`config.mk`:
```
export PLATFORM = sky130hd
export DESIGN_NAME = bcd_chain_ctrl
export DESIGN_NICKNAME = d
export VERILOG_FILES = /design/src/rtl/bcd_chain_pkg.sv /design/src/rtl/bcd_digit.sv /design/src/rtl/bcd_chain_ctrl.sv
export SDC_FILE = /design/constraint.sdc
export NUM_CORES = 1
export LEC_CHECK = 0
export ABC_AREA = 1
export CORE_MARGIN = 4
export CORE_UTILIZATION = 46
export CTS_CLUSTER_DIAMETER = 100
export DETAILED_ROUTE_END_ITERATION = 8
export PLACE_DENSITY = 0.78
export SYNTH_ARGS = -nofsm -noshare
export SYNTH_HDL_FRONTEND = slang
export SYNTH_HIERARCHICAL = 1
export SYNTH_SLANG_ARGS = --single-unit
```
`constraint.sdc`:
```
create_clock -name CLK_in -period 2.12 [get_ports CLK_in]
set_input_delay 0.318 -clock CLK_in [delete_from_list [all_inputs] [get_ports CLK_in]]
set_output_delay 0.318 -clock CLK_in [all_outputs]
set_load 0.01 [all_outputs]
```
`src/rtl/bcd_chain_pkg.sv`:
```
// Shared types and constants for the cascaded BCD run controller.
// State encoding is fixed so that debug taps see stable codes.
package bcd_chain_pkg;

  localparam int DIGIT_W = 4;
  localparam int BCD_MAX = 9;

  typedef enum logic [1:0] {
    ST_IDLE  = 2'd0,
    ST_RUN   = 2'd1,
    ST_PAUSE = 2'd2,
    ST_HALT  = 2'd3
  } state_t;

  // Out-of-range nibbles from the control panel saturate to 9.
  function automatic logic [DIGIT_W-1:0] bcd_clamp(input logic [DIGIT_W-1:0] nibble);
    return (nibble > DIGIT_W'(BCD_MAX)) ? DIGIT_W'(BCD_MAX) : nibble;
  endfunction

endpackage

```
`src/rtl/bcd_digit.sv`:
```
// One BCD digit of the chain: load beats increment, wraps 9 -> 0.
module bcd_digit
  import bcd_chain_pkg::*;
(
  input  logic               clk,
  input  logic               rst,
  input  logic               en,
  input  logic               ld,
  input  logic [DIGIT_W-1:0] ld_val,
  output logic [DIGIT_W-1:0] q,
  output logic               at_max
);

  assign at_max = (q == DIGIT_W'(BCD_MAX));

  always_ff @(posedge clk) begin
    if (rst)     q <= '0;
    else if (ld) q <= ld_val;
    else if (en) q <= at_max ? '0 : q + DIGIT_W'(1);
  end

endmodule

```
`src/rtl/bcd_chain_ctrl.sv`:
```
// Stopwatch run controller: FSM, prescaler, ripple-enable digit chain,
// terminal-count compare against LIMIT and DONE/WRAP pulse generation.
module bcd_chain_ctrl
  import bcd_chain_pkg::*;
#(
  parameter int DIGITS   = 4,
  parameter int PRESCALE = 10
) (
  input  logic                    CLK_in,
  input  logic                    RESET,
  input  logic                    START,
  input  logic                    STOP,
  input  logic                    CLEAR,
  input  logic                    LOAD,
  input  logic [DIGITS*DIGIT_W-1:0] LOAD_val,
  input  logic [DIGITS*DIGIT_W-1:0] LIMIT,
  output logic [DIGITS*DIGIT_W-1:0] BCD_out,
  output logic                    RUNNING,
  output logic                    DONE,
  output logic                    WRAP
);

  localparam int W  = DIGITS * DIGIT_W;
  localparam int PW = (PRESCALE > 1) ? $clog2(PRESCALE) : 1;

  state_t          state, nxt;
  logic [PW-1:0]   presc;
  logic            tick, cnt_en, presc_run, presc_clr, chain_ld, done_n, wrap_n, lim_ok;
  logic [DIGITS-1:0] at_max;
  logic [DIGITS:0]   ripple;
  logic [W-1:0]      inc_val, ld_data, ld_clamped;

  assign tick      = (state == ST_RUN) && (presc == PW'(PRESCALE - 1));
  assign ripple[0] = 1'b1;

  // ripple[] is the carry into each digit assuming a tick; inc_val is the
  // would-be next count, used for the terminal compare on the same edge.
  for (genvar g = 0; g < DIGITS; g++) begin : g_dig
    bcd_digit u_digit (
      .clk    (CLK_in),
      .rst    (RESET),
      .en     (cnt_en & ripple[g]),
      .ld     (chain_ld),
      .ld_val (ld_data[g*DIGIT_W +: DIGIT_W]),
      .q      (BCD_out[g*DIGIT_W +: DIGIT_W]),
      .at_max (at_max[g])
    );
    assign ripple[g+1] = ripple[g] & at_max[g];
    assign inc_val[g*DIGIT_W +: DIGIT_W] = !ripple[g] ? BCD_out[g*DIGIT_W +: DIGIT_W] :
                                           at_max[g] ? '0 :
                                           BCD_out[g*DIGIT_W +: DIGIT_W] + DIGIT_W'(1);
    assign ld_clamped[g*DIGIT_W +: DIGIT_W] = bcd_clamp(LOAD_val[g*DIGIT_W +: DIGIT_W]);
  end

  always_comb begin
    lim_ok = 1'b1;
    for (int i = 0; i < DIGITS; i++)
      if (LIMIT[i*DIGIT_W +: DIGIT_W] > DIGIT_W'(BCD_MAX)) lim_ok = 1'b0;
  end

  always_ff @(posedge CLK_in) begin
    if (RESET) state <= ST_IDLE;
    else       state <= nxt;
  end

  always_comb begin
    nxt       = state;
    chain_ld  = 1'b0;
    ld_data   = '0;
    presc_clr = 1'b0;
    presc_run = 1'b0;
    cnt_en    = 1'b0;
    done_n    = 1'b0;
    wrap_n    = 1'b0;
    if (CLEAR) begin
      nxt       = ST_IDLE;
      chain_ld  = 1'b1;
      presc_clr = 1'b1;
    end else if (LOAD && state != ST_RUN) begin
      nxt       = ST_IDLE;
      chain_ld  = 1'b1;
      ld_data   = ld_clamped;
      presc_clr = 1'b1;
    end else if (STOP) begin
      // Pausing freezes both count and prescaler, even on a tick edge.
      if (state == ST_RUN) nxt = ST_PAUSE;
    end else if (state == ST_RUN) begin
      presc_run = 1'b1;
      cnt_en    = tick;
      if (tick) begin
        wrap_n = ripple[DIGITS];
        if (lim_ok && inc_val == LIMIT) begin
          nxt    = ST_HALT;
          done_n = 1'b1;
        end
      end
    end else if (START && (state == ST_IDLE || state == ST_PAUSE)) begin
      nxt = ST_RUN;
    end
  end

  always_ff @(posedge CLK_in) begin
    if (RESET) begin
      presc   <= '0;
      RUNNING <= 1'b0;
      DONE    <= 1'b0;
      WRAP    <= 1'b0;
    end else begin
      if (presc_clr)      presc <= '0;
      else if (presc_run) presc <= tick ? '0 : presc + PW'(1);
      RUNNING <= (nxt == ST_RUN);
      DONE    <= done_n;
      WRAP    <= wrap_n;
    end
  end

endmodule

```
==> flow_summary.toml <==
[grt]
grtUsageMet1_pct = 27.3
globalRoute.busiestLayer = "met2"
grt_max_degree = 31
grtUsageMet3_pct = 1.35
use_met2_pct = 37.4
grt_pass1_wl_um = 11300
antenna_found_initial = 0
overflow = 0
grt_pass1_vias = 2675
grt_usage_pct = 21.1

[timing]
clock.fmax_ghz = 0.492
rsz0062_at_grt = "true"
period_minus_slack_ns = 2.03
worstMarginPinSlew_ns = 0.347
post-route-period-util_pct = 95.9
fin_ws_ns = 0.0880
finalSetupViolCount = 0
relSlewSlack_pct = 76.8
hold_violations = 0
drv_slew = 0
clock_skew_ns = 0.00569
tns_ns = 0

[synth]
synthesis.area_um2 = 2410
synth.top_cell.area_share_pct = 20.8
syn_nets = 474
yosys_most_used_dff = "dfxtp_1"
yosys.area.top_type = "dfxtp_1"
synth.distinct_cells = 30
yosys_warnings = 6
async_reset_ff_share_pct = 0
synth_seq_cells = 25
netlist_instances = 430
avgSynthCellArea_um2 = 5.60
synth-edff-count = 0
ys_seq_area_share_pct = 20.8
ys_top_cells_by_area = "dfxtp_1, nand2_1, inv_1"

[cts]
cts_max_path_buffers = 2
cts-root-buf = "clkbuf_8"
cts-buffers-inserted = 3
hold_buffers = 0
htreeDepth = 1
cts_tree = "done"
clock_latency_ns = 0.27
clkTransAtPathRegs_ns = 0.09
clock-sinks = 25

[critical_path]
critical_path.endpoint_type = "flop"
worst-setup-path-type = "flop to flop"
critical_path.startpoint_type = "flop"
rrSetupSlack_ns = 0.09
crit_fanout = 7
worstPathArrival_ns = 2.24
required_ns = 2.33

[cells_and_area]
fin_util_pct = 67.6
regArea_um2 = 504
num-nets-final = 566
fillers = 465
drive_gt1_share_pct = 16.9
multi_input_area_um2 = 1640
diodes = 0
syn_to_final_growth_pct = 43.4

[place]
place_hpwl_um = 5320
pre_cts_slack_ns = 0.0446
place_congestion = 0.899
port_buffers = 56

[power_and_ir_drop]
p_leak_nw = 1.56
p_per_area_nw_per_um2 = 317
irDropWorstVdd_mv = 0.259

[floorplanning]
die-area_um2 = 6460
num_rows = 26
core_area_um2 = 5110
fp.dieH_um = 80.4
io-pin-count = 57
die_x_um = 80.4
start_util_pct = 47.2

[detailed_routing]
vias = 3042
ant_nets = 0
drcViolationCount = 0
vias_per_cell = 5.15
drtIter0Drc = 225
wl_per_cell_um = 12.2
drt-total-wl_um = 7210
drt-pass1-iter-count = 5

[job]
cap_viol_max_count = 0

[status]
status = "finished clean"

[min_path]
hold_path_class = "flop to flop"
## power by group
part / switching (mW) / internal [mW]
Combinational: 0.170 / 0.161
Sequential: 0.00869 / 0.480
Clock: 0.145 / 0.131
Total: 0.324 / 0.772
## worst max-delay path, stage by stage (launching register included)
cell	delay, ns
dfxtp_2	0.33
inv_2	0.06
nand2_2	0.06
nor2_4	0.13
buf_6	0.16
clkinvlp_4	0.20
buf_12	0.19
nand3_1	0.07
nand2_1	0.05
nand2_1	0.05
nand3_1	0.12
nor2_2	0.19
nand4_1	0.11
nand2_1	0.09
nand2_1	0.06
nor2_2	0.10
## through the flow
step,hold WS [ns],total power [mW],instance area (µm²),std cells
finish,0.472,1.10,3450,591
global route,0.488,1.16,3450,591
CTS,0.454,1.09,3270,582
detailed placement,0.438,0.815,3220,578
global placement,0.427,0.808,3220,578
floorplan,0.385,0.649,2410,430
## cell type report
class / instances / share of cell area, %
Multi-Input combinational cell: 317 / 47.4
Sequential cell: 25 / 14.6
Clock buffer: 3 / 1.20
Clock inverter: 1 / 0.145
Timing Repair Buffer: 92 / 24.8
Tap cell: 70 / 2.54
Inverter: 83 / 9.27
## registers in the layout (all words and copies together), names as in the netlist
name / count
DONE: 1
RUNNING: 1
WRAP: 1
g_dig.u_digit/q: 16
presc: 4
state: 2
## cell usage in the layout, fill, tap and decap left out, drive strengths merged
cell type        n
nor4             2
o21ai           14
buf             36
a22oi            8
a31oi            1
nand2          129
nand4           19
inv             81
clkdlybuf4s50   56
nor3            11
nand3           43
dfxtp           25
xnor2            1
nor2            54
o211ai           1
clkbuf           3
clkinvlp         1
o22ai            2
a21oi           20
nand3b           1
ha               6
clkinv           2
and2             1
o21bai           4
## path summary, 6_finish.rpt
check	start	to	cells past startpoint
min	presc[2]	presc[2]	1
max	g_dig[0].u_digit/q[2]	state[1]	15
max reg2reg	g_dig[0].u_digit/q[2]	state[1]	15
min reg2reg	presc[2]	presc[2]	1
## what timing repair did
item	in CTS	in global routing
gates resized for setup	0	32
setup endpoints to repair	0	12
buffers inserted	0	8
## cell usage after synthesis, types with 4 or more instances
cell / n
nor2_2: 12
a21oi_1: 20
ha_1: 6
nand3_1: 41
o21ai_0: 5
buf_6: 4
nor3_1: 10
dfxtp_1: 25
inv_1: 78
inv_2: 4
nand4_1: 19
o21ai_1: 9
nand2_1: 127
nor2_1: 42
a22oi_1: 8
## per-layer routing
layer  share of wire [%]  vias up  wire, µm
met5                   0        -         0
met4                 2.1        0       148
met1                  44     1381      3160
met2                  50       89      3580
li1                    -     1557         -
met3                 4.4       15       320
## kinds of logic (layout without fill, tap and decap cells)
| logic type | after synthesis | after routing | synth area share, % |
|---|---|---|---|
| compound gates | 50 | 50 | 12.5 |
| buf+inv | 88 | 179 | 15.2 |
| fa+ha+maj | 6 | 6 | 3.12 |
| simple gates | 260 | 260 | 48.1 |
| xor+xnor | 1 | 1 | 0.364 |
| flops | 25 | 25 | 20.8 |
Note: power is estimated with default switching activity, not from simulation.
